$ cat config.mk
export PLATFORM = sky130hd
export DESIGN_NAME = solver_sequencer
export DESIGN_NICKNAME = d
export VERILOG_FILES = /design/src/rtl/solver_sequencer.sv
export VERILOG_INCLUDE_DIRS = /design/src /design/src/rtl
export SDC_FILE = /design/constraint.sdc
export NUM_CORES = 1
export LEC_CHECK = 0
export CAP_MARGIN = 20
export CORE_MARGIN = 2
export CORE_UTILIZATION = 26
export DETAILED_ROUTE_END_ITERATION = 16
export MAX_ROUTING_LAYER = met4
export PLACE_DENSITY = 0.5
export RECOVER_POWER = 50
export SYNTH_ARGS = -nofsm -noshare
export SYNTH_HDL_FRONTEND = slang
export SYNTH_SLANG_ARGS = --single-unit
$ cat constraint.sdc
create_clock -name clock -period 2.7 [get_ports clock]
set_input_delay 0.27 -clock clock [delete_from_list [all_inputs] [get_ports clock]]
set_output_delay 0.27 -clock clock [all_outputs]
set_load 0.005 [all_outputs]
$ cat src/rtl/grid_dimensions.svh
// Board geometry shared by the tile array and the solver sequencer.
`ifndef GRID_DIMENSIONS_SVH
`define GRID_DIMENSIONS_SVH

`define GRID_LEN 4

`endif

$ cat src/rtl/solver_sequencer.sv
// Backtracking turn sequencer: grants one tile at a time, walks forward on passfwd, back on passbak.
// Optional backtrack counter enabled by defining SEQ_BTCOUNT_EN.
`include "grid_dimensions.svh"

module solver_sequencer #(
    parameter  int unsigned GRID_LEN = `GRID_LEN,
    localparam int unsigned NTILES   = GRID_LEN * GRID_LEN,
    localparam int unsigned IW       = $clog2(NTILES)
) (
    input  logic              clock,
    input  logic              reset,
    input  logic              start,
    input  logic              abort,
    output logic [NTILES-1:0] myturn,
    input  logic [NTILES-1:0] passfwd,
    input  logic [NTILES-1:0] passbak,
    output logic [IW-1:0]     curidx,
    output logic              busy,
    output logic              solved,
    output logic              unsolvable,
    output logic [15:0]       btcount
);

    localparam int unsigned BTW = 16;

    typedef enum logic [4:0] {
        IDLE       = 5'b00001,
        ISSUE      = 5'b00010,
        AWAIT      = 5'b00100,
        SOLVED     = 5'b01000,
        UNSOLVABLE = 5'b10000
    } state_t;

    state_t            state;
    state_t            state_next;
    logic [IW-1:0]     curidx_next;
    logic [NTILES-1:0] myturn_next;
    logic              busy_next;
    logic              solved_next;
    logic              unsolvable_next;
    logic              bt_inc;
    logic              bt_clr;
    logic              fwd_hit;
    logic              bak_hit;

    // State and registered outputs
    always_ff @(posedge clock or negedge reset) begin
        if (!reset) begin
            state      <= IDLE;
            curidx     <= '0;
            myturn     <= '0;
            busy       <= 1'b0;
            solved     <= 1'b0;
            unsolvable <= 1'b0;
        end else begin
            state      <= state_next;
            curidx     <= curidx_next;
            myturn     <= myturn_next;
            busy       <= busy_next;
            solved     <= solved_next;
            unsolvable <= unsolvable_next;
        end
    end

    // Next state; only the current holder's pass bits are looked at, backtrack wins ties
    always_comb begin
        state_next      = state;
        curidx_next     = curidx;
        myturn_next     = '0;
        busy_next       = 1'b0;
        solved_next     = 1'b0;
        unsolvable_next = 1'b0;
        bt_inc          = 1'b0;
        bt_clr          = 1'b0;
        fwd_hit         = passfwd[curidx];
        bak_hit         = passbak[curidx];

        unique case (state)
            IDLE: begin
                if (start) begin
                    curidx_next = '0;
                    state_next  = ISSUE;
                    bt_clr      = 1'b1;
                end
            end
            ISSUE: state_next = AWAIT;
            AWAIT: begin
                if (bak_hit) begin
                    bt_inc = 1'b1;
                    if (curidx == '0) begin
                        state_next = UNSOLVABLE;
                    end else begin
                        curidx_next = curidx - IW'(1);
                        state_next  = ISSUE;
                    end
                end else if (fwd_hit) begin
                    if (curidx == IW'(NTILES - 1)) begin
                        state_next = SOLVED;
                    end else begin
                        curidx_next = curidx + IW'(1);
                        state_next  = ISSUE;
                    end
                end
            end
            SOLVED, UNSOLVABLE: state_next = state;
            default: begin
                state_next  = IDLE;
                curidx_next = '0;
            end
        endcase

        if (abort && (state != IDLE)) begin
            state_next  = IDLE;
            curidx_next = '0;
            bt_inc      = 1'b0;
            bt_clr      = 1'b0;
        end

        if (state_next == ISSUE) begin
            myturn_next[curidx_next] = 1'b1;
        end
        busy_next       = (state_next == ISSUE) || (state_next == AWAIT);
        solved_next     = (state_next == SOLVED);
        unsolvable_next = (state_next == UNSOLVABLE);
    end

`ifdef SEQ_BTCOUNT_EN
    // Saturating count of accepted backtracks since the last accepted start
    always_ff @(posedge clock or negedge reset) begin
        if (!reset) begin
            btcount <= '0;
        end else if (bt_clr) begin
            btcount <= '0;
        end else if (bt_inc && (btcount != {BTW{1'b1}})) begin
            btcount <= btcount + BTW'(1);
        end
    end
`else
    logic unused_bt;
    assign unused_bt = bt_inc ^ bt_clr;
    assign btcount   = '0;
`endif

endmodule
==> reports/metrics.cfg <==
[critical_path]
rrSetupSlack_ns = -0.02
cp.required_ns = 2.88
crit_arrival_ns = 2.90
endpoint_kind = register
endpoint = myturn[1]
cp_max_fo = 7
path_cells = mux4_2, mux2_4, mux2_4, or4b_4, o211ai_4, nand2b_4, nor4_4
cp_slowest_cell = mux4_2
worst_r2r_endpoint = myturn[1]
crit_start = curidx[0]
critPathMaxStageDelay_ns = 0.56
cp_common_cell = mux2_4
rr_worst_depth = 7
critPathLaunchType = register
critPathKind = reg -> reg
r2r-start = curidx[0]

[drt]
ant_nets = 0
vias = 1678
drt-initial-drc-count = 118
wire_per_inst_um = 13.1
routed_wl_mm = 4.83
dr.pass1.iters = 4
vias_per_cell = 4.57
drc_errors = 0

[global_routing]
grt_pass1_vias = 1746
grt_max_degree = 29
antenna_found_initial = 0
overflow = 0
grtUsageTotal = 0.128
grt_pass1_wl_mm = 8.47

[yosys]
syn_inst = 186
ys_warn_count = 0
synth_top_area_cell = dfrtp_1
ys_ff_latch = 28
synth_edf_count = 0
synth_top_area_share = 0.351
synth_seq_area_share = 0.365
avgSynthCellArea_um2 = 10.3
yosysMostFrequentCell = dfrtp_1
ys_types = 58
synth_flop_cell = dfrtp_1
synth_common_cells = dfrtp_1, buf_4, nor2_1
ys_async_sr_fraction = 1.00
ys_top_cells_by_area = dfrtp_1, buf_4, mux4_1
syn_area_mm2 = 0.00192

[timing]
maxSlewHeadroom = 0.0561
tightest_slew_ns = 1.42
fin_crit_ns = 2.72
setup_tns_ns = -0.0479
period_share = 1.01
slew_violations = 0
fmax_ghz = 0.368
worst_slack_ns = -0.0164
setup-violations-final = 5
whs_ns = 0.611
rsz0062_at_grt = yes
hold_viol = 0
fin_worst_skew_ns = 0.00506

[status]
violations = negative setup slack
status = complete, but fails checks

[clocking]
cts_sinks = 28
path_clk_slew_ns = 0.10
numCtsBuffers = 3
h-tree-depth = 1
cts_tree = built
clock_latency_ns = 0.27
max-clock-path-buffers = 2
cts_root_buf = clkbuf_8

[run]
maxCapViolations = 0

[pwr]
clkPwrFrac = 0.236
pwr_density_cell_mw_per_mm2 = 468
p_sw_mw = 0.441
sw_frac_of_total = 0.320
p_leak_nw = 1.21
combPwrFrac = 0.394
seqPwrFrac = 0.370
internal-power_mw = 0.935
ir_drop_uv = 259

[final_layout]
n_antenna_cell = 0
final_net_count = 307
final_core_util = 0.408
final_layout_size_suffix_gt1_frac = 0.291
design_area_mm2 = 0.00294
syn2layout_area_growth_pct = 52.9

[placed_design]
place.gp.congestion = 0.829
portBuffers = 58
dp_hpwl_mm = 3.74
placed_area_mm2 = 0.00271
post-place-ws_ns = -0.282

[floorplanning]
start_util = 0.267
die_w_um = 90.0
core_area_mm2 = 0.00721
die_y_um = 90.0
fp-row-count = 31
ios = 75
dieArea_mm2 = 0.00810

[worst_hold_path]
min_path_type = reg -> reg
worstHoldStart = state[0]

-- how the worst min path moves through the flow --
stage / endpoint / slack, ns / depth (start not counted)
after global placement: state[0] / 0.60 / 2
final: state[0] / 0.61 / 2
after global routing: state[0] / 0.65 / 2
after detailed placement: state[0] / 0.60 / 2
after floorplan: busy / -0.03 / 0
after CTS: myturn[1] / 0.37 / 2
-- registers in the layout (all words and copies together) (netlist names) --
name        flops
myturn         16
state           5
curidx          4
busy            1
solved          1
unsolvable      1
-- kinds of logic (layout without fill, tap and decap cells) --
family / count (synthesis) / in the layout / share of synthesized area
AOI/OAI and AO/OA: 38 / 38 / 0.168
xor gates and xnor gates: 1 / 1 / 0.00456
adders and majority gates: 2 / 2 / 0.0130
buffers and inverters: 34 / 101 / 0.109
DFF: 28 / 28 / 0.365
muxes: 15 / 15 / 0.118
other: 1 / 16 / 0.00195
and+or+nand+nor: 67 / 67 / 0.220
-- power groups by stage --
stage | Clock (mW) | Sequential [mW] | Combinational (mW)
finish | 0.324 | 0.509 | 0.542
detailed placement | 0 | 0.518 | 0.511
floorplan | 0 | 0.497 | 0.318
global placement | 0 | 0.519 | 0.512
CTS | 0.332 | 0.510 | 0.532
global route | 0.353 | 0.517 | 0.605
-- per-stage QoR --
stage | cells | power (mW)
finish | 367 | 1.38
global route | 367 | 1.47
CTS | 365 | 1.37
detailed placement | 359 | 1.03
global placement | 359 | 1.03
floorplan | 201 | 0.815
-- cells in the final DEF (no fill, tap or decap), drive strengths merged, types with 8 or more instances in the layout --
cell	netlist	layout
conb	1	16
buf	22	31
nand2	8	8
nor4	9	9
nor3	11	11
clkdlybuf4s50	0	55
nor2	10	10
a21oi	8	8
dfrtp	27	27
-- metal layers --
layer	up-vias	track usage	wire length, µm
li1	820	-	-
met1	802	0.168	2310
met2	50	0.206	2190
met3	6	0.0310	272
met4	0	0.0167	50
met5	-	-	0
-- timing repair --
action | CTS | global route
pin swaps | 7 | 4
hold buffers | 0 | 0
endpoints found under the setup margin | 20 | 18
resized for setup | 19 | 12
buffers inserted | 2 | 2
-- layout make-up --
type	instances	area (µm²)
Clock buffer	3	41.3
Clock inverter	1	30.0
Fill cell	726	4270
Inverter	7	26.3
Multi-Input combinational cell	139	1190
Sequential cell	28	704
Tap cell	99	124
Timing Repair Buffer	90	821
-- critical path, delay by kind of cell, from the launching register on --
kind,cells,cell delay (ns)
muxes,3,1.17
and+or+nand+nor,3,0.82
DFF,1,0.48
AOI/OAI and AO/OA,1,0.14
No activity file was read; power rests on OpenSTA's default activity.
